[config.mk]
export PLATFORM = sky130hd
export DESIGN_NAME = eth_rx_fcs_strip
export DESIGN_NICKNAME = d
export VERILOG_FILES = /design/src/rtl/eth_rx_fcs_strip_pkg.sv /design/src/rtl/eth_rx_fcs_strip_crc.sv /design/src/rtl/eth_rx_fcs_strip.sv
export SDC_FILE = /design/constraint.sdc
export NUM_CORES = 1
export LEC_CHECK = 0
export CAP_MARGIN = 20
export CORE_ASPECT_RATIO = 0.75
export CORE_MARGIN = 2
export CORE_UTILIZATION = 55
export DETAILED_ROUTE_END_ITERATION = 10
export GPL_TIMING_DRIVEN = 0
export PLACE_DENSITY = 0.75
export SYNTH_ARGS = -nofsm -noshare
export SYNTH_HDL_FRONTEND = slang
export SYNTH_SLANG_ARGS = --single-unit
[constraint.sdc]
create_clock -name clk -period 2.2 [get_ports clk]
set_input_delay 0.22 -clock clk [delete_from_list [all_inputs] [get_ports clk]]
set_output_delay 0.22 -clock clk [all_outputs]
set_load 0.02 [all_outputs]
[src/rtl/eth_rx_fcs_strip_pkg.sv]
// Shared constants, types and CRC-32 helpers for the receive FCS checker/stripper.
package eth_rx_fcs_strip_pkg;

   localparam logic [31:0] CRC32_INIT    = 32'hFFFF_FFFF;
   localparam logic [31:0] CRC32_POLY    = 32'h04C1_1DB7;
   localparam logic [31:0] CRC32_RESIDUE = 32'hC704_DD7B;
   localparam int          ETH_MIN_FRAME = 64;
   localparam int          ETH_MAX_FRAME = 1518;
   localparam int          FCS_BYTES     = 4;

   typedef struct packed {
      logic       valid;
      logic       first;
      logic       last;
      logic [7:0] data;
   } outBeat_t;

   function automatic logic [31:0] bitrev32(input logic [31:0] v);
      logic [31:0] r;
      r = '0;
      for (int i = 0; i < 32; i++) begin
         r[i] = v[31-i];
      end
      return r;
   endfunction

   localparam logic [31:0] CRC32_POLY_REFL = bitrev32(CRC32_POLY);

   // The register is kept in reflected (LSB-first) order, matching Ethernet bit order.
   function automatic logic [31:0] crc32Byte(input logic [31:0] crc, input logic [7:0] data);
      logic [31:0] c;
      c = crc;
      for (int i = 0; i < 8; i++) begin
         if (c[0] ^ data[i]) begin
            c = (c >> 1) ^ CRC32_POLY_REFL;
         end else begin
            c = c >> 1;
         end
      end
      return c;
   endfunction

endpackage

[src/rtl/eth_rx_fcs_strip_crc.sv]
// Byte-wise reflected CRC-32 engine; o_match flags the good-frame residue.
module eth_rx_fcs_strip_crc
   import eth_rx_fcs_strip_pkg::*;
(
   input  logic       clk,
   input  logic       rst,
   input  logic       i_gate,
   input  logic       i_first,
   input  logic [7:0] i_data,
   output logic       o_match
);

   logic [31:0] r_crc;
   logic [31:0] w_seed;

   // A frame-start byte always seeds from init, so a stale register can never leak in.
   assign w_seed = i_first ? CRC32_INIT : r_crc;

   always_ff @(posedge clk) begin
      if (rst) begin
         r_crc <= CRC32_INIT;
      end else if (i_gate) begin
         r_crc <= crc32Byte(w_seed, i_data);
      end
   end

   assign o_match = (bitrev32(r_crc) == CRC32_RESIDUE);

endmodule

[src/rtl/eth_rx_fcs_strip.sv]
// Receive-side Ethernet FCS checker: strips the 4 trailing FCS bytes through a
// 4-byte delay line and posts a per-frame status strobe.
module eth_rx_fcs_strip
   import eth_rx_fcs_strip_pkg::*;
#(
   parameter int MIN_LEN = ETH_MIN_FRAME,
   parameter int MAX_LEN = ETH_MAX_FRAME,
   parameter int LEN_W   = 11
) (
   input  logic             clk,
   input  logic             rst,
   input  logic [7:0]       in_data,
   input  logic             in_valid,
   input  logic             in_last,
   output logic [7:0]       out_data,
   output logic             out_valid,
   output logic             out_first,
   output logic             out_last,
   output logic             stat_valid,
   output logic             stat_crc_ok,
   output logic             stat_runt,
   output logic             stat_giant,
   output logic [LEN_W-1:0] stat_len
);

   localparam logic [LEN_W-1:0] LEN_SAT = '1;

   logic             r_frameStart;
   logic [2:0]       r_fill;
   logic [LEN_W-1:0] r_byteCount;
   logic [3:0][7:0]  r_delay;
   logic             r_emitted;
   outBeat_t         r_outBeat;
   logic             r_statValid;
   logic             r_statRunt;
   logic             r_statGiant;
   logic [LEN_W-1:0] r_statLen;

   logic [LEN_W-1:0] w_lenNext;
   logic             w_emit;
   logic             w_crcMatch;
   logic             w_endFrame;

   assign w_lenNext  = r_frameStart ? LEN_W'(1)
                     : ((r_byteCount == LEN_SAT) ? LEN_SAT : r_byteCount + LEN_W'(1));
   assign w_emit     = in_valid && (r_fill == 3'd4);
   assign w_endFrame = in_valid && in_last;

   eth_rx_fcs_strip_crc u_crc (
      .clk     (clk),
      .rst     (rst),
      .i_gate  (in_valid),
      .i_first (r_frameStart),
      .i_data  (in_data),
      .o_match (w_crcMatch)
   );

   // Delay line, fill level and byte count; the final byte empties the line so the
   // buffered FCS bytes are dropped and cannot reach the next frame.
   always_ff @(posedge clk) begin
      if (rst) begin
         r_frameStart <= 1'b1;
         r_fill       <= 3'd0;
         r_byteCount  <= '0;
         r_delay      <= '0;
         r_emitted    <= 1'b0;
      end else if (in_valid) begin
         r_delay      <= {r_delay[2:0], in_data};
         r_byteCount  <= w_lenNext;
         r_frameStart <= in_last;
         if (in_last) begin
            r_fill    <= 3'd0;
            r_emitted <= 1'b0;
         end else begin
            r_fill <= (r_fill == 3'd4) ? 3'd4 : r_fill + 3'd1;
            if (w_emit) begin
               r_emitted <= 1'b1;
            end
         end
      end
   end

   always_ff @(posedge clk) begin
      if (rst) begin
         r_outBeat   <= '0;
         r_statValid <= 1'b0;
         r_statRunt  <= 1'b0;
         r_statGiant <= 1'b0;
         r_statLen   <= '0;
      end else begin
         r_outBeat.valid <= w_emit;
         r_outBeat.first <= w_emit && !r_emitted;
         r_outBeat.last  <= w_emit && in_last;
         r_outBeat.data  <= r_delay[3];
         r_statValid     <= w_endFrame;
         if (w_endFrame) begin
            r_statLen   <= w_lenNext;
            r_statRunt  <= (w_lenNext < LEN_W'(MIN_LEN));
            r_statGiant <= (w_lenNext > LEN_W'(MAX_LEN));
         end
      end
   end

   assign out_data    = r_outBeat.data;
   assign out_valid   = r_outBeat.valid;
   assign out_first   = r_outBeat.first;
   assign out_last    = r_outBeat.last;
   assign stat_valid  = r_statValid;
   assign stat_runt   = r_statValid & r_statRunt;
   assign stat_giant  = r_statValid & r_statGiant;
   assign stat_len    = r_statValid ? r_statLen : '0;
   // Frames of FCS length or less carry no payload and are never reported as good.
   assign stat_crc_ok = r_statValid & w_crcMatch & (r_statLen > LEN_W'(FCS_BYTES));

endmodule

* Yosys cells after proc, flatten, opt, wreduce, memory -nomap -nowiden
Index checks and enable logic that the tools add are counted.
** Cells by class
- Equal/unequal tests :: 3
- Multiplexer cells :: 30
- Add/subtract/negate cells :: 2
- Reductions and logical operators :: 7
- Order comparisons :: 3
- Bitwise operators :: 20
** Operators with widths (number)
- 32-bit 2-to-1 mux :: 23
- 13-bit NOT with 14-bit output :: 8
- 11-bit 2-to-1 mux :: 3
- 32-bit == test (second input constant) :: 1
- 11-bit by 1-bit adder with 11-bit output (second input constant) :: 1
- 11-bit == test (second input constant) :: 1
- 11-bit greater-than comparator (second input constant) :: 1
- 11-bit by 3-bit greater-than comparator with 1-bit output (second input constant) :: 1
- 11-bit by 7-bit < comparator with 1-bit output (second input constant) :: 1
- 1-bit bitwise XOR :: 8
- 3-bit 2-to-1 mux :: 2
- 1-bit AND :: 4
- 1-bit logical AND :: 4
- 3-bit by 1-bit adder with 3-bit output (second input constant) :: 1
- 3-bit == test (second input constant) :: 1
- 1-bit 2-to-1 mux :: 2
- 2-bit AND reduction :: 1
- 2-bit nonzero test :: 1
- 1-bit logical NOT :: 1
** Storage, ports and cells
- Bits of input ports :: 12
- Bits in registers :: 105
- Output and inout bits :: 26
- Word-level logic and storage cells :: 82

* Depth between registers and ports, before layout
Gate-level depths: netlist (run 1).
- Word-level depth :: 31
- Mapped depth :: 8
- Gate-level depth less buffers :: 7

* Hierarchy
A second synthesis (run 1) with hierarchy kept.
** Unflattened totals
- Cell total of the unflattened synthesis :: 584
- Area, all modules :: 5367.6 sq um
** Modules (own cells, without submodules)
- eth_rx_fcs_strip :: cells each 320, instances 1, sequential area each 1461.4 sq um, area an instance 2975.4 sq um
- eth_rx_fcs_strip_crc :: cells each 264, instances 1, sequential area each 640.6 sq um, area an instance 2392.3 sq um

* Least setup slack after synthesis (run 1)
No wires, ideal clock.
- Path kind :: reg2reg
- From :: register r_frameStart
- To :: register u_crc.r_crc[22]
- Setup slack :: 204 ps
- Path buffers :: 0
- Stages on the path, launching flop included :: 6
- Data arrival time :: 1881 ps
- Library setup time :: 115 ps
- Required time :: 2085 ps
- Period minus slack after synthesis :: 1996 ps
- Cell sequence :: dfxtp_1 nor2_2 xnor2_4 xor3_1 xor3_1 a21bo_2
** Between the ends
- Cells in the longest elaborated chain, start to end :: 28
- Elaborated cells between the ends (all ways) :: 33
- Those cells by class :: 23 x mux; 10 x bitwise
** Ends and longest elaborated chain
- start: declaration :: line eth_rx_fcs_strip.sv:28 : logic r_frameStart;
- start signal: assignment :: line eth_rx_fcs_strip.sv:70 : r_frameStart <= in_last;
- 32-bit 2-to-1 mux (*) :: line eth_rx_fcs_strip_crc.sv:17 : assign w_seed = i_first ? CRC32_INIT : r_crc;
- 1-bit bitwise XOR / 13-bit NOT with 14-bit output (equally long branches)
- 32-bit 2-to-1 mux (*) :: line eth_rx_fcs_strip_pkg.sv:34 : if (c[0] ^ data[i]) begin
- 32-bit 2-to-1 mux (*) :: line eth_rx_fcs_strip_crc.sv:22 : end else if (i_gate) begin
- 32-bit 2-to-1 mux (*) :: line eth_rx_fcs_strip_crc.sv:20 : if (rst) begin
- 32-bit 2-to-1 mux (*) :: line eth_rx_fcs_strip_pkg.sv:34
- 32-bit 2-to-1 mux (*) :: line eth_rx_fcs_strip_crc.sv:22
- 32-bit 2-to-1 mux (*) :: line eth_rx_fcs_strip_crc.sv:20
- [... 12 more ...]
- 32-bit 2-to-1 mux (*) :: line eth_rx_fcs_strip_pkg.sv:34
- 32-bit 2-to-1 mux (*) :: line eth_rx_fcs_strip_crc.sv:22
- 32-bit 2-to-1 mux (*) :: line eth_rx_fcs_strip_crc.sv:20
- 13-bit NOT with 14-bit output (no line)
- 32-bit 2-to-1 mux (*) :: line eth_rx_fcs_strip_pkg.sv:34
- 32-bit 2-to-1 mux (*) :: line eth_rx_fcs_strip_crc.sv:22
- 32-bit 2-to-1 mux (*) :: line eth_rx_fcs_strip_crc.sv:20
- 32-bit 2-to-1 mux (*) :: line eth_rx_fcs_strip_pkg.sv:34
- end signal: assignment :: line eth_rx_fcs_strip_crc.sv:23 : r_crc <= crc32Byte(w_seed, i_data);
- end: declaration :: line eth_rx_fcs_strip_crc.sv:13 : logic [31:0] r_crc;
Every way passes the cells marked *; elsewhere a longest branch is shown, timed or not. The select of a mux whose other input is x is not followed.
A chain may end at the register's enable or synchronous reset.

* Worst setup path after layout (run 1)
- From :: register u_crc.r_crc[9]
- To :: output stat_crc_ok
** Between the ends
- Cells in the longest elaborated chain, start to end :: 3
** Ends and longest elaborated chain
- 32-bit == test :: line eth_rx_fcs_strip_crc.sv:27 : assign o_match = (bitrev32(r_crc) == CRC32_RESIDUE);
- 1-bit AND (2 in series) :: line eth_rx_fcs_strip.sv:113 : assign stat_crc_ok = r_statValid & w_crcMatch & (r_statLen > LEN_W'(FCS_BYTES));
- end: declaration :: line eth_rx_fcs_strip.sv:20 : output logic stat_crc_ok,
Every way passes these cells.

==> impl_metrics.tcl, run 1 <==
set metrics [dict create \
    rsz0062_at_grt "true" \
    synth_edf_count 0 \
    hold_start "in_data[0]" \
    worst_slack_ps -90.4 \
    min_delay_path_depth 3 \
    required_ps 1980 \
    post-route-drc-count 0 \
    power.total_mw 4.65 \
    grt_max_degree 18 \
    synth_nets 626 \
    rr_worst_depth 7 \
    cts-buffers-inserted 9 \
    status "complete, but fails checks" \
    grt_pass1_wl_um 21700 \
    die_w_um 118 \
    hpwl_um 10100 \
    final.min_clock_period_ps 2290 \
    ant_nets 0 \
    ctsLongestPathBuffers 2 \
    whs_endpoint "r_delay[0]" \
    h-tree-depth 3 \
    cts_tree "done" \
    drt_iter0_markers 371 \
    clock_skew_ps 7.29 \
    clk_pin_slew_ps 70 \
    avgSynthCellArea_sq_um 8.81 \
    p_leak_nw 2.40 \
    yosysUniqueCellTypes 46 \
    crit_arrival_ps 2070 \
    ys_seq_elements 105 \
    yosys_warnings 0 \
    max_freq_mhz 437 \
    die_area_sq_mm 0.0106 \
    final-instance-count-excl-fill 802 \
    firstDrtPassIters 5 \
    netlist_area_sq_mm 0.00538 \
    boundaryPins 38 \
    slew_violations 0 \
    fillers 815 \
    criticalPathCategory "reg -> out" \
    cap_violations 0 \
    synthToLayoutAreaGrowth_pct 18.5 \
    hold_class "in -> reg" \
    place_congestion 0.908 \
    grt_usage_pct 26.6 \
    power.density_mw_per_mm2 730 \
    worstReg2RegEnd "u_crc.r_crc[23]" \
    synth_cells 611 \
    fp.dieH_um 89.7 \
    root_buffer "clkbuf_16" \
    hold_ws_ps 252 \
    wl_per_cell_um 17.1 \
    antenna_found_initial 0 \
    rows 31 \
    grt-ovfl-total 0 \
    fin_crit_sh_pct 104 \
    violations "negative setup slack" \
    synthFlopType "dfxtp_1" \
    tightest_slew_ps 785 \
    final_cell_mix "dfxtp_1 (102), nor2_1 (93), xnor2_1 (48), mux2i_1 (43)" \
    vias_per_cell 5.67 \
    yosysSeqAreaShare_pct 39.1 \
    ir_worst_vdd_mv 0.404 \
    antenna-diode-count 0 \
    setup_viol 1 \
    r2r_start "r_frameStart" \
    cts_num_sinks 105 \
    grt_pass1_vias 4215 \
    io_buffers 32 \
    vias 4544 \
    nets 680 \
    slew-limit-headroom_pct 47.7 \
    coreArea_sq_mm 0.00958 \
    wirelength_um 13700 \
    cp_max_fo 3 \
    r2r_setup_slack_ps 80 \
    final_common_cell "dfxtp_1" \
    synthArstFlopShare_pct 0 \
    worstSetupEndpointType "output pin" \
    final_hold_viol_count 0 \
    start_util_pct 56.2 \
    clk_latency_ps 350 \
    dp.cells 775 \
    start_kind "register" \
    drive_gt1_share_pct 12.8 \
]
-- cell families after synthesis --
family | Yosys count | synth area share (%)
adder cells (fa/ha/maj) | 3 | 0.697
multiplexers | 43 | 8.00
AO/OA/AOI/OAI | 97 | 12.2
flip-flops | 105 | 39.1
buffers and inverters | 49 | 3.95
AND/OR/NAND/NOR | 234 | 20.9
XOR/XNOR | 80 | 15.2
-- worst max path at each step --
stage | startpoint | to | slack (ps) | depth (start not counted)
floorplan | r_frameStart | u_crc.r_crc[22] | 200 | 5
global placement | u_crc.r_crc[7] | stat_crc_ok | -350 | 7
detailed placement | in_data[4] | u_crc.r_crc[23] | -340 | 7
CTS | u_crc.r_crc[9] | stat_crc_ok | -30 | 6
global route | u_crc.r_crc[9] | stat_crc_ok | -200 | 6
finish | u_crc.r_crc[9] | stat_crc_ok | -90 | 6
-- layout make-up --
cell class / instances / area, sq um / share of cell area (%)
buffer: 42 / 199 / 3.12
timing repair buffer: 43 / 400 / 6.28
multi-input combinational: 457 / 3190 / 50.0
clock inverter: 5 / 37.5 / 0.589
tap: 132 / 165 / 2.59
sequential: 105 / 2110 / 33.1
clock buffer: 11 / 253 / 3.96
inverter: 7 / 26.3 / 0.412
-- routing by layer --
layer  track usage [%]  part of all wire, %  up-vias
li1                  -                    -     2187
met5                 0                    0        -
met2              43.2                   44      183
met4              6.90                  1.3        0
met1              35.4                   46     2150
met3              7.70                  8.3       24
-- stage by stage --
| stage | TNS [ps] | util [%] | area [sq um] | worst slack, ps |
|---|---|---|---|---|
| after floorplan | 0 | - | 5380 | 204 |
| after global placement | -7410 | 61.3 | 5870 | -350 |
| after detailed placement | -8410 | 61.3 | 5870 | -339 |
| after CTS | -37.1 | 65.0 | 6230 | -31.9 |
| after global routing | -297 | 66.6 | 6380 | -201 |
| final | -90.4 | 66.6 | 6380 | -90.4 |
-- registers in the layout (all words and copies together) (netlist names) --
signal	flops
r_byteCount	11
r_delay	32
out_last	1
out_first	1
out_valid	1
r_statRunt	1
stat_valid	1
r_fill	3
out_data	8
r_frameStart	1
u_crc.r_crc	32
r_statLen	11
r_emitted	1
r_statGiant	1
-- power by group --
part	internal [mW]	total (mW)	switching, mW
Clock	0.834	1.56	0.726
Sequential	2.00	2.10	0.0962
Combinational	0.455	0.995	0.539
Total	3.29	4.65	1.36
-- worst max-delay path, cell delays in order (launching register included) --
cell,delay [ps]
dfxtp_2,350
nor4b_4,270
nand4_1,150
nor3_2,130
nand4b_1,230
a311oi_2,380
buf_4,200
-- what timing repair did --
item,4_1_cts,5_1_grt
hold buffers,0,0
setup endpoints to repair,27,20
gates resized for setup,22,19
pin swaps,4,12
setup buffers,2,9
endpoints found under the hold margin,0,0
-- cell usage after synthesis, types with 5 or more instances --
cell type    n  area, sq um
buf_4        5         37.5
dfxtp_1    105         2100
a21oi_1     31          155
nor2_1      95          357
nor2b_1     27          169
a31oi_1      6         37.5
nand2_1     33          124
a211oi_1    10         75.1
mux2i_1     43          430
nor3_1      17         85.1
xor2_1      22          193
clkbuf_1    25         93.8
nand3_1     12         60.1
xnor2_1     50          438
o211ai_1     6         45.0
o21ai_0     11         55.1
a211o_1     18          158
buf_2        8         40.0
or2_2        8         50.1
inv_1        7         26.3
and2_1      16          100
Note: power is estimated with default switching activity, not from simulation.
==> run 2, diff against run 1 <==
--- a/config.mk
+++ b/config.mk
@@ -7,7 +7,6 @@
 export LEC_CHECK = 0
 export CAP_MARGIN = 20
 export CORE_ASPECT_RATIO = 0.75
-export CORE_MARGIN = 2
 export CORE_UTILIZATION = 55
 export DETAILED_ROUTE_END_ITERATION = 10
 export GPL_TIMING_DRIVEN = 0
==> impl_metrics.tcl, run 2 (synthesized netlist as in run 1, its figures left out) <==
set metrics [dict create \
    power.density_mw_per_mm2 742 \
    coreArea_sq_mm 0.00927 \
    grt_usage_pct 29.6 \
    slew_violations 0 \
    place_congestion 0.926 \
    cap_violations 0 \
    cts_tree "done" \
    nets 681 \
    rr_worst_depth 7 \
    setup_viol 1 \
    hold_start "in_data[0]" \
    whs_endpoint "r_delay[0]" \
    ctsLongestPathBuffers 2 \
    grt_pass1_vias 4321 \
    grt-ovfl-total 0 \
    rows 30 \
    r2r_start "r_frameStart" \
    vias_per_cell 5.84 \
    fillers 762 \
    grt_max_degree 21 \
    wl_per_cell_um 17.9 \
    ant_nets 0 \
    root_buffer "clkbuf_16" \
    worstReg2RegEnd "u_crc.r_crc[20]" \
    crit_arrival_ps 2440 \
    fin_crit_sh_pct 100 \
    h-tree-depth 3 \
    start_kind "register" \
    violations "negative setup slack" \
    io_buffers 32 \
    vias 4667 \
    clock_skew_ps 9.69 \
    largestRegisters "r_delay x32, u_crc.r_crc x32" \
    cts_num_sinks 105 \
    die_area_sq_mm 0.0102 \
    criticalPathCategory "reg -> reg" \
    clk_pin_slew_ps 80 \
    hpwl_um 10300 \
    cp-startpoint "r_frameStart" \
    boundaryPins 38 \
    antenna-diode-count 0 \
    final_hold_viol_count 0 \
    post-route-drc-count 0 \
    firstDrtPassIters 5 \
    cp_slowest_stage_delay_ps 440 \
    fp.dieH_um 87.7 \
    ir_worst_vdd_mv 0.495 \
    final_cell_mix "dfxtp_1 (102), nor2_1 (93), xnor2_1 (49), mux2i_1 (43), clkdlybuf4s50_1 (31)" \
    worstSetupEndpointType "register" \
    clk_latency_ps 360 \
    rsz0062_at_grt "true" \
    required_ps 2440 \
    wirelength_um 14300 \
    dp_slack_ps -356 \
    slew-limit-headroom_pct 45.5 \
    final.min_clock_period_ps 2200 \
    cp_slowest_cell "a2111oi_2" \
    path_buf_inv 2 \
    crit_family "compound AO/OA/AOI/OAI gates" \
    antenna_found_initial 0 \
    worst_slack_ps -0.892 \
    drt_iter0_markers 378 \
    cts-buffers-inserted 9 \
    hold_class "in -> reg" \
    r2r_setup_slack_ps -0.9 \
    hold_ws_ps 193 \
    status "complete, but fails checks" \
    p_leak_nw 2.41 \
    power.total_mw 4.74 \
    start_util_pct 58.1 \
    final_common_cell "dfxtp_1" \
    max_freq_mhz 454 \
    min_delay_path_depth 3 \
    hold_buffers 0 \
    cp_cell_sequence "clkbuf_4, buf_4, o21ai_0, a211oi_2, o211ai_1, a2111oi_2, nor3_1" \
    setup-tns-final_ps -0.892 \
    drive_gt1_share_pct 13.1 \
    die_w_um 116 \
    cp_max_fo 10 \
    synthToLayoutAreaGrowth_pct 18.6 \
    tightest_slew_ps 811 \
    grt_pass1_wl_um 22700 \
]
-- run 2: area by class of cell --
cell class / instances / area, sq um / area share [%]
flip-flops and latches: 105 / 2110 / 33.0
plain buffers: 42 / 198 / 3.10
inverters: 7 / 26.3 / 0.411
clock buffers: 9 / 225 / 3.53
repair buffers: 44 / 405 / 6.35
clock inverters: 7 / 67.6 / 1.06
well taps: 128 / 160 / 2.51
multi-input cells: 457 / 3200 / 50.0
-- run 2: worst max path at each step --
stage	end	depth (start not counted)
final	u_crc.r_crc[20]	7
after floorplan	u_crc.r_crc[22]	5
after global placement	u_crc.r_crc[22]	5
after CTS	stat_crc_ok	7
after global routing	stat_crc_ok	6
after detailed placement	u_crc.r_crc[22]	5
-- run 2: what timing repair did --
item	CTS	global route
gates resized for setup	16	28
pin swaps	4	12
endpoints found under the setup margin	32	24
setup buffers	4	8
-- run 2: power by group --
part / switching, mW / internal [mW] / total, mW
combinational: 0.575 / 0.468 / 1.04
sequential: 0.0948 / 2.00 / 2.10
clock: 0.799 / 0.801 / 1.60
-- run 2: through the flow --
stage	std cells	area [sq um]	util [%]
after floorplan	611	5380	-
after global placement	771	5860	63.2
after detailed placement	771	5860	63.2
after CTS	791	6230	67.2
after global routing	799	6390	68.9
final	799	6390	68.9
-- run 2: metal layers --
metal	part of all wire, %	wire [um]	global-route usage [%]
met1	46	6560	42.1
met2	43	6200	43.1
met5	0	0	0
met4	2.4	343	10.8
met3	8.7	1240	7.54
-- run 2: worst min-delay path, delay by kind of cell --
family                 cells  cell delay (ps)
multiplexers               1               80
buffers and inverters      1              140
AND/OR/NAND/NOR            1               70
==> run 3, diff against run 2 <==
--- a/config.mk
+++ b/config.mk
@@ -6,11 +6,12 @@
 export NUM_CORES = 1
 export LEC_CHECK = 0
 export CAP_MARGIN = 20
-export CORE_ASPECT_RATIO = 0.75
+export CORE_ASPECT_RATIO = 1.25
 export CORE_UTILIZATION = 55
 export DETAILED_ROUTE_END_ITERATION = 10
 export GPL_TIMING_DRIVEN = 0
 export PLACE_DENSITY = 0.75
+export SLEW_MARGIN = 5
 export SYNTH_ARGS = -nofsm -noshare
 export SYNTH_HDL_FRONTEND = slang
 export SYNTH_SLANG_ARGS = --single-unit
==> impl_metrics.tcl, run 3 (synthesized netlist as in run 1, its figures left out) <==
set metrics [dict create \
    cts-buffers-inserted 9 \
    crit_arrival_ps 1990 \
    vias_per_cell 5.72 \
    die_w_um 90.5 \
    final_common_cell "dfxtp_1" \
    wl_per_cell_um 16.7 \
    io_buffers 32 \
    antenna_found_initial 0 \
    worst_slack_ps -13.5 \
    boundaryPins 38 \
    nets 674 \
    dp_slack_ps -350 \
    criticalPathCategory "reg -> out" \
    final_hold_viol_count 0 \
    hold_class "in -> reg" \
    die_area_sq_mm 0.0102 \
    path_buf_inv 1 \
    cts_tree "done" \
    drive_gt1_share_pct 11.9 \
    r2r_start "u_crc.r_crc[0]" \
    power.density_mw_per_mm2 741 \
    grt_usage_pct 26.5 \
    final.min_clock_period_ps 2210 \
    fp.dieH_um 113 \
    required_ps 1980 \
    cp_cell_sequence "nor4b_4, nand4_1, nor3_2, nand4b_1, a311oi_1, buf_2" \
    post_dp_cell_area_sq_mm 0.00586 \
    r2r_setup_slack_ps 50 \
    final_cell_area_sq_mm 0.00634 \
    grt_pass1_vias 4342 \
    p_leak_nw 2.38 \
    start_kind "register" \
    coreArea_sq_mm 0.00956 \
    firstDrtPassIters 5 \
    slew_violations 0 \
    setup_viol 1 \
    start_util_pct 56.3 \
    grt_max_degree 22 \
    grt_pass1_wl_um 21300 \
    rows 40 \
    slew-limit-headroom_pct 49.3 \
    vias 4515 \
    drt_iter0_markers 295 \
    ant_nets 0 \
    wirelength_um 13200 \
    tightest_slew_ps 761 \
    worstSetupEndpointType "output pin" \
    ir_worst_vdd_mv 0.576 \
    clock_skew_ps 8.39 \
    place_congestion 0.915 \
    antenna-diode-count 0 \
    grt-ovfl-total 0 \
    synthToLayoutAreaGrowth_pct 17.7 \
    hold_ws_ps 202 \
    clk_pin_slew_ps 80 \
    cp_slowest_cell "dfxtp_2" \
    setup-tns-final_ps -13.5 \
    rr_worst_depth 6 \
    hpwl_um 9610 \
    violations "negative setup slack" \
    max_freq_mhz 452 \
    final_cell_mix "dfxtp_1 (101), nor2_1 (94), xnor2_1 (49), mux2i_1 (43)" \
    cp_max_fo 3 \
    ctsLongestPathBuffers 2 \
    largestRegisters "r_delay x32, u_crc.r_crc x32" \
    clk_latency_ps 360 \
    cp_num_cells 6 \
    crit_family "simple AND/OR/NAND/NOR gates" \
    cts_num_sinks 105 \
    fin_crit_sh_pct 101 \
    worstReg2RegEnd "u_crc.r_crc[22]" \
    cap_violations 0 \
    rsz0062_at_grt "true" \
    h-tree-depth 3 \
    cp-startpoint "u_crc.r_crc[9]" \
    post-route-drc-count 0 \
    cp_slowest_stage_delay_ps 350 \
    status "complete, but fails checks" \
    root_buffer "clkbuf_16" \
    cp-endpoint "stat_crc_ok" \
]
-- run 3: cell types whose count changed in the layout (fill, tap and decap cells not counted), sizes merged --
cell | previous run | this run
buf | 29 | 23
clkinv | 2 | 4
inv | 12 | 10
clkbuf | 35 | 34
-- run 3: final cells by class --
| class | instances | area [sq um] |
|---|---|---|
| Inverter | 7 | 26.3 |
| Clock buffer | 9 | 225 |
| Multi-Input combinational cell | 457 | 3170 |
| Fill cell | 783 | 3220 |
| Timing Repair Buffer | 37 | 365 |
| Clock inverter | 7 | 86.3 |
| Buffer | 42 | 196 |
| Sequential cell | 105 | 2110 |
| Tap cell | 126 | 158 |
-- run 3: how the worst min path moves through the flow --
stage                    start         end  slack [ps]  cells past startpoint
floorplan              in_last    out_last         340                      1
global placement     r_emitted   out_first         420                      1
detailed placement   r_emitted   out_first         410                      1
CTS                 in_data[0]  r_delay[0]         200                      3
global route        in_data[0]  r_delay[0]         210                      3
finish              in_data[0]  r_delay[0]         200                      3
-- run 3: routing by layer --
metal,global-route usage [%],vias up,part of all wire [%]
met4,17.5,0,5.0
met5,0,-,0
met3,4.61,48,4.9
li1,-,2178,-
met1,31.0,2133,41
met2,44.6,156,49
-- run 3: report_power, final --
| part | total, mW | internal, mW | switching, mW | leakage [nW] |
|---|---|---|---|---|
| clock network | 1.63 | 0.816 | 0.812 | 0.151 |
| registers | 2.09 | 2.00 | 0.0911 | 0.857 |
| logic | 0.977 | 0.451 | 0.526 | 1.37 |
-- run 3: worst min-delay path, stage by stage --
cell and delay (ps):
buf_4 140, mux2i_1 80, nor2_1 80
-- run 3: repair_timing --
action / 4_1_cts / 5_1_grt
pin swaps: 4 / 4
endpoints found under the setup margin: 12 / 34
gates resized for setup: 12 / 27
gates cloned: 0 / 0
hold buffers: 0 / 0
buffers inserted: 3 / 2
-- run 3: metrics by stage --
step | util (%) | cells | power [mW]
final | 66.3 | 790 | 4.70
after global routing | 66.3 | 790 | 4.88
after CTS | 65.1 | 788 | 4.66
after detailed placement | 61.3 | 769 | 3.04
after global placement | 61.3 | 769 | 3.01
after floorplan | - | 611 | 2.82
==> RTL change 1, RTL diff (config.mk and constraints of run 3) <==
Register the inputs `in_data`, `in_valid` and `in_last` before use. The logic sees them one clock later.
--- a/src/rtl/eth_rx_fcs_strip.sv
+++ b/src/rtl/eth_rx_fcs_strip.sv
@@ -27,2 +27,12 @@
 
+   logic [7:0] in_data_q;
+   logic in_valid_q;
+   logic in_last_q;
+
+   always_ff @(posedge clk) begin
+      in_data_q  <= in_data;
+      in_valid_q <= in_valid;
+      in_last_q  <= in_last;
+   end
+
    logic             r_frameStart;
@@ -45,4 +55,4 @@
                      : ((r_byteCount == LEN_SAT) ? LEN_SAT : r_byteCount + LEN_W'(1));
-   assign w_emit     = in_valid && (r_fill == 3'd4);
-   assign w_endFrame = in_valid && in_last;
+   assign w_emit     = in_valid_q && (r_fill == 3'd4);
+   assign w_endFrame = in_valid_q && in_last_q;
 
@@ -51,5 +61,5 @@
       .rst     (rst),
-      .i_gate  (in_valid),
+      .i_gate  (in_valid_q),
       .i_first (r_frameStart),
-      .i_data  (in_data),
+      .i_data  (in_data_q),
       .o_match (w_crcMatch)
@@ -66,7 +76,7 @@
          r_emitted    <= 1'b0;
-      end else if (in_valid) begin
-         r_delay      <= {r_delay[2:0], in_data};
+      end else if (in_valid_q) begin
+         r_delay      <= {r_delay[2:0], in_data_q};
          r_byteCount  <= w_lenNext;
-         r_frameStart <= in_last;
-         if (in_last) begin
+         r_frameStart <= in_last_q;
+         if (in_last_q) begin
             r_fill    <= 3'd0;
@@ -92,3 +102,3 @@
          r_outBeat.first <= w_emit && !r_emitted;
-         r_outBeat.last  <= w_emit && in_last;
+         r_outBeat.last  <= w_emit && in_last_q;
          r_outBeat.data  <= r_delay[3];
Formal check against the unedited RTL: not equivalent (Yosys sat finds a counterexample within 4 cycles, from zero or initial values and one cycle with rst high).
==> RTL change 1 against run 3 <==
  * Sequential power grew 10%
  * Area after synthesis rose by 6.6%
  * Total power up 34%
  * Routed wire length rose by 11%
  * Hold slack got worse by 0.090 ns
  * Utilization rose by 2.6 points
  * Final area increased by 9.9%
  * Final cell count is 5.2% higher
  * Sequential cell count up 10
  * Setup slack improved by 0.058 ns
  * Non-clock buffer count up 2
  * Largest cell class unchanged
  * Highest routed layer unchanged
==> RTL change 1: results (changes against run 3) <==
stage;metric;value;unit;change
status;outcome;complete, no violations;;
layout;multi-input combinational cell count;469;;+2.6%
layout;NumNets Final;705;;+4.6%
logic_synthesis;Mean Syn Cell Area;9.03;µm²;+2.5%
timing;Post-Route Skew;0.00533;ns;-0.00305 ns
layout;Layout clock area frac;0.0918;;+0.0427
global_route;met1 GRT Util;0.324;;+0.0142
layout;invs w/o clock;6;;-1
global_route;grt met3 use;0.0762;;+0.0301
setup_path;Crit path largest cell delay;0.29;ns;-0.06 ns
setup_path;WP data arrival;1.94;ns;-0.05 ns
clock_network;setup bufs post-CTS;0;;-3
layout;post-layout util;0.689;;+0.0262
layout;# clk buffers;21;;+12
placed_design;Cell Count Post-Placement;800;;+4.0%
logic_synthesis;syn nets;650;;+3.8%
setup_path;Max FO, Critical Path;10;;+7
layout;layout cells sized above 1;0.130;;+0.0107
power;Gate power share;0.157;;-0.051
power;Static Leak;2.69;nW;+13%
timing;final worst hold slack;0.112;ns;-0.0895 ns
drt;Vias;4709;;+4.3%
layout;Non-clk bufs;81;;+2.5%
placed_design;gp weighted congestion;0.894;;-2.3%
clock_network;# clock sinks;115;;+9.5%
setup_path;Worst path slowest cell;dfxtp_1;;
logic_synthesis;Commonest cells post-synth;dfxtp_1 (115), nor2_1 (90), xnor2_1 (57);;
layout;FILL cells;775;;-1.0%
placed_design;area of placed instances;6260;µm²;+6.8%
placed_design;Post-DP HPWL;10300;µm;+7.2%
global_route;vias in the first global route;4586;;+5.6%
timing;worst-margin pin slew;0.760;ns;-0.000741 ns
setup_path;reg-to-reg slack, setup;0.07;ns;+0.02 ns
timing;final period utilization;0.980;;-0.0262
layout;Non-clock buffers, area share;0.0904;;+0.00172
layout;multi-input gate share of the layout cell area;0.460;;-0.0406
global_route;GRT Util Overall;0.283;;+0.0177
drt;met3 wire length;673;µm;+5.2%
global_route;largest net degree at the start of global routing;17;;-23%
drt;number of DRC markers in iteration 0;288;;-2.4%
logic_synthesis;Syn Inst Count;635;;+3.9%
-- RTL change 1: changes by cell type after synthesis, sizes merged, moves of 4 or more --
cell / delta
xnor2: +7
or3: +4
o21ai: +10
nor2: -6
xor2: +8
nor2b: -5
dfxtp: +10
mux2i: -5
-- RTL change 1: kinds of logic (layout without fill, tap and decap cells) --
group,after synthesis,count (layout),synth area share
adders and majority gates,3,3,0.00655
buffers and inverters,51,118,0.0497
muxes,38,38,0.0663
DFF,115,115,0.401
and+or+nand+nor,229,229,0.194
AOI/OAI and AO/OA,105,105,0.125
xor gates and xnor gates,94,94,0.156
-- RTL change 1: worst paths after layout --
| kind | start | endpoint | cells past startpoint |
|---|---|---|---|
| hold reg to reg | r_emitted | out_first | 1 |
| setup / recovery | u_crc.r_crc[3] | stat_crc_ok | 7 |
| setup reg to reg | r_frameStart | r_statLen[3] | 7 |
| hold / removal | rst | stat_valid | 2 |
==> RTL change 2, RTL diff (config.mk and constraints of run 3) <==
Without the edit above. Change the parameter `LEN_W` from 11 to 15.
--- a/src/rtl/eth_rx_fcs_strip.sv
+++ b/src/rtl/eth_rx_fcs_strip.sv
@@ -7,3 +7,3 @@
    parameter int MAX_LEN = ETH_MAX_FRAME,
-   parameter int LEN_W   = 11
+   parameter int LEN_W   = 15
 ) (
Ports: changed (resized stat_len); port bits go from 38 to 42. No check against the original RTL was run, so the function may have changed too.
==> RTL change 2 against run 3 <==
  * Combinational power up 17%
  * Area after synthesis grew 8.2%
  * The run still ends with setup timing left
  * Setup slack got worse by 0.026 ns
  * Sequential cell count is 8 higher
  * Critical endpoint unchanged
  * Total power increased by 32%
  * Final area grew 14%
  * Global-route usage up 1.5 points
  * Via count rose by 7.5%
  * Routed wire length increased by 14%
  * Synthesized cell count rose by 5.4%
  * Sequential power grew 9%
  * Hold slack got worse by 0.0068 ns
==> RTL change 2: results (changes against run 3) <==
stage;metric;value;unit;change
drt;M1 WL;5820;µm;+7.5%
timing;Post-Route Skew;0.0106;ns;+0.00222 ns
clock_network;H-tree levels;4;;+1
drt;wire per inst;17.6;µm;+5.7%
global_route;GRT Util Overall;0.280;;+0.0149
drt;drt pass-1 iters;4;;-1
timing;setup TNS;-0.0393;ns;-0.0258 ns
timing;worst-margin pin slew;0.859;ns;+0.0983 ns
drt;final wirelength;15000;µm;+14%
power;Worst VDD drop;0.547;mV;-5.0%
setup_path;Max FO, Critical Path;10;;+7
placed_design;gp weighted congestion;0.942;;+3.0%
placed_design;port bufs;37;;+16%
logic_synthesis;sequential area share after synthesis;0.388;;-0.00212
drt;DR vias/cell;5.71;;about the same
status;outcome;complete, but fails checks;;
setup_path;WP data arrival;2.02;ns;+0.03 ns
timing;final setup margin;-0.0393;ns;-0.0258 ns
clock_network;setup bufs post-CTS;4;;+1
layout;layout cells sized above 1;0.157;;+0.0378
drt;Routed met2 length;7730;µm;+20%
global_route;first-pass GRT wire length;23100;µm;+8.7%
logic_synthesis;Synth area leaders;dfxtp_1 (39%), xnor2_1 (8.4%), mux2i_1 (7.7%);;
clock_network;CTS Buffer Depth;2;;unchanged
status;failing checks;setup timing;;
placed_design;Cell Count Post-Placement;810;;+5.3%
global_route;largest net degree at the start of global routing;17;;-23%
logic_synthesis;syn nets;659;;+5.3%
drt;met3 wire length;834;µm;+30%
logic_synthesis;library cells used by synthesis;50;;+8.7%
placed_design;area of placed instances;6360;µm²;+8.5%
clock_network;post-cts gate resize count;15;;+3
logic_synthesis;Syn Inst Count;644;;+5.4%
clock_network;clock latency on the worst-skew pair;0.42;ns;+0.06 ns
logic_synthesis;Commonest cells post-synth;dfxtp_1 (113), nor2_1 (104), xnor2_1 (56);;
clock_network;CTS Buf Count;17;;+8
timing;final setup fails;1;;unchanged
placed_design;DP Worst Slack;-0.470;ns;-0.120 ns
drt;number of DRC markers in iteration 0;288;;-2.4%
layout;NumNets Final;723;;+7.3%
clock_network;clock-pin slew on the worst setup and hold paths;0.05;ns;-0.03 ns
layout;FILL cells;755;;-3.6%
power;Static Leak;2.76;nW;+16%
layout;synth-to-layout area growth;23.8;%;
placed_design;Post-DP HPWL;10100;µm;+5.2%
[RTL change 2: cell types whose count changed after synthesis, moves of 6 or more]
cell,run 3,this run
nor3_1,17,7
a21oi_1,31,41
dfxtp_1,105,113
xnor2_1,50,56
or2_2,8,14
o211ai_1,6,0
nor2_1,95,104
xor2_1,22,16
o21ai_0,11,4
nand2_1,33,41
[RTL change 2: worst max-delay path, stage by stage, from the launching register on]
cell and delay, ns:
dfxtp_2 0.41, nand4b_1 0.18, nor4_1 0.39, nand4_1 0.14, nor2_1 0.14, dlygate4sd2_1 0.35
[RTL change 2: cell families after synthesis]
family                   synth area share
flip-flops                          0.388
multiplexers                       0.0773
adder cells (fa/ha/maj)           0.00645
XOR/XNOR                            0.177
buffers and inverters              0.0417
AND/OR/NAND/NOR                     0.213
AO/OA/AOI/OAI                      0.0967
[RTL change 2: path summary, 6_finish.rpt]
kind | from | endpoint | slack, ns | cells after the start
worst max-delay path | stat_valid | stat_crc_ok | -0.04 | 5
worst min-delay path | in_data[1] | r_delay[1] | 0.19 | 3
worst max register to register | r_byteCount[6] | r_statRunt | 0.03 | 7
worst min register to register | r_emitted | out_first | 0.43 | 1
[RTL change 2: final cells by class]
cell class                 count  area share
sequential                   113       0.315
tap                          129      0.0224
clock inverter                15      0.0253
clock buffer                  17      0.0590
multi-input combinational    477       0.479
timing repair buffer          48      0.0644
buffer                        45      0.0316
inverter                       6     0.00312
[RTL change 2: per-layer routing]
layer  vias up  GRT usage
met5         -          0
met1      2315      0.308
li1       2300          -
met2       191      0.498
met4         0      0.156
met3        49     0.0640
[RTL change 2: power breakdown]
part | switching, W | leakage [nW] | internal (W) | total, W
Clock | 0.00103 | 0.286 | 0.00179 | 0.00282
Sequential | 0.000108 | 0.925 | 0.00216 | 0.00227
Combinational | 0.000559 | 1.54 | 0.000577 | 0.00114
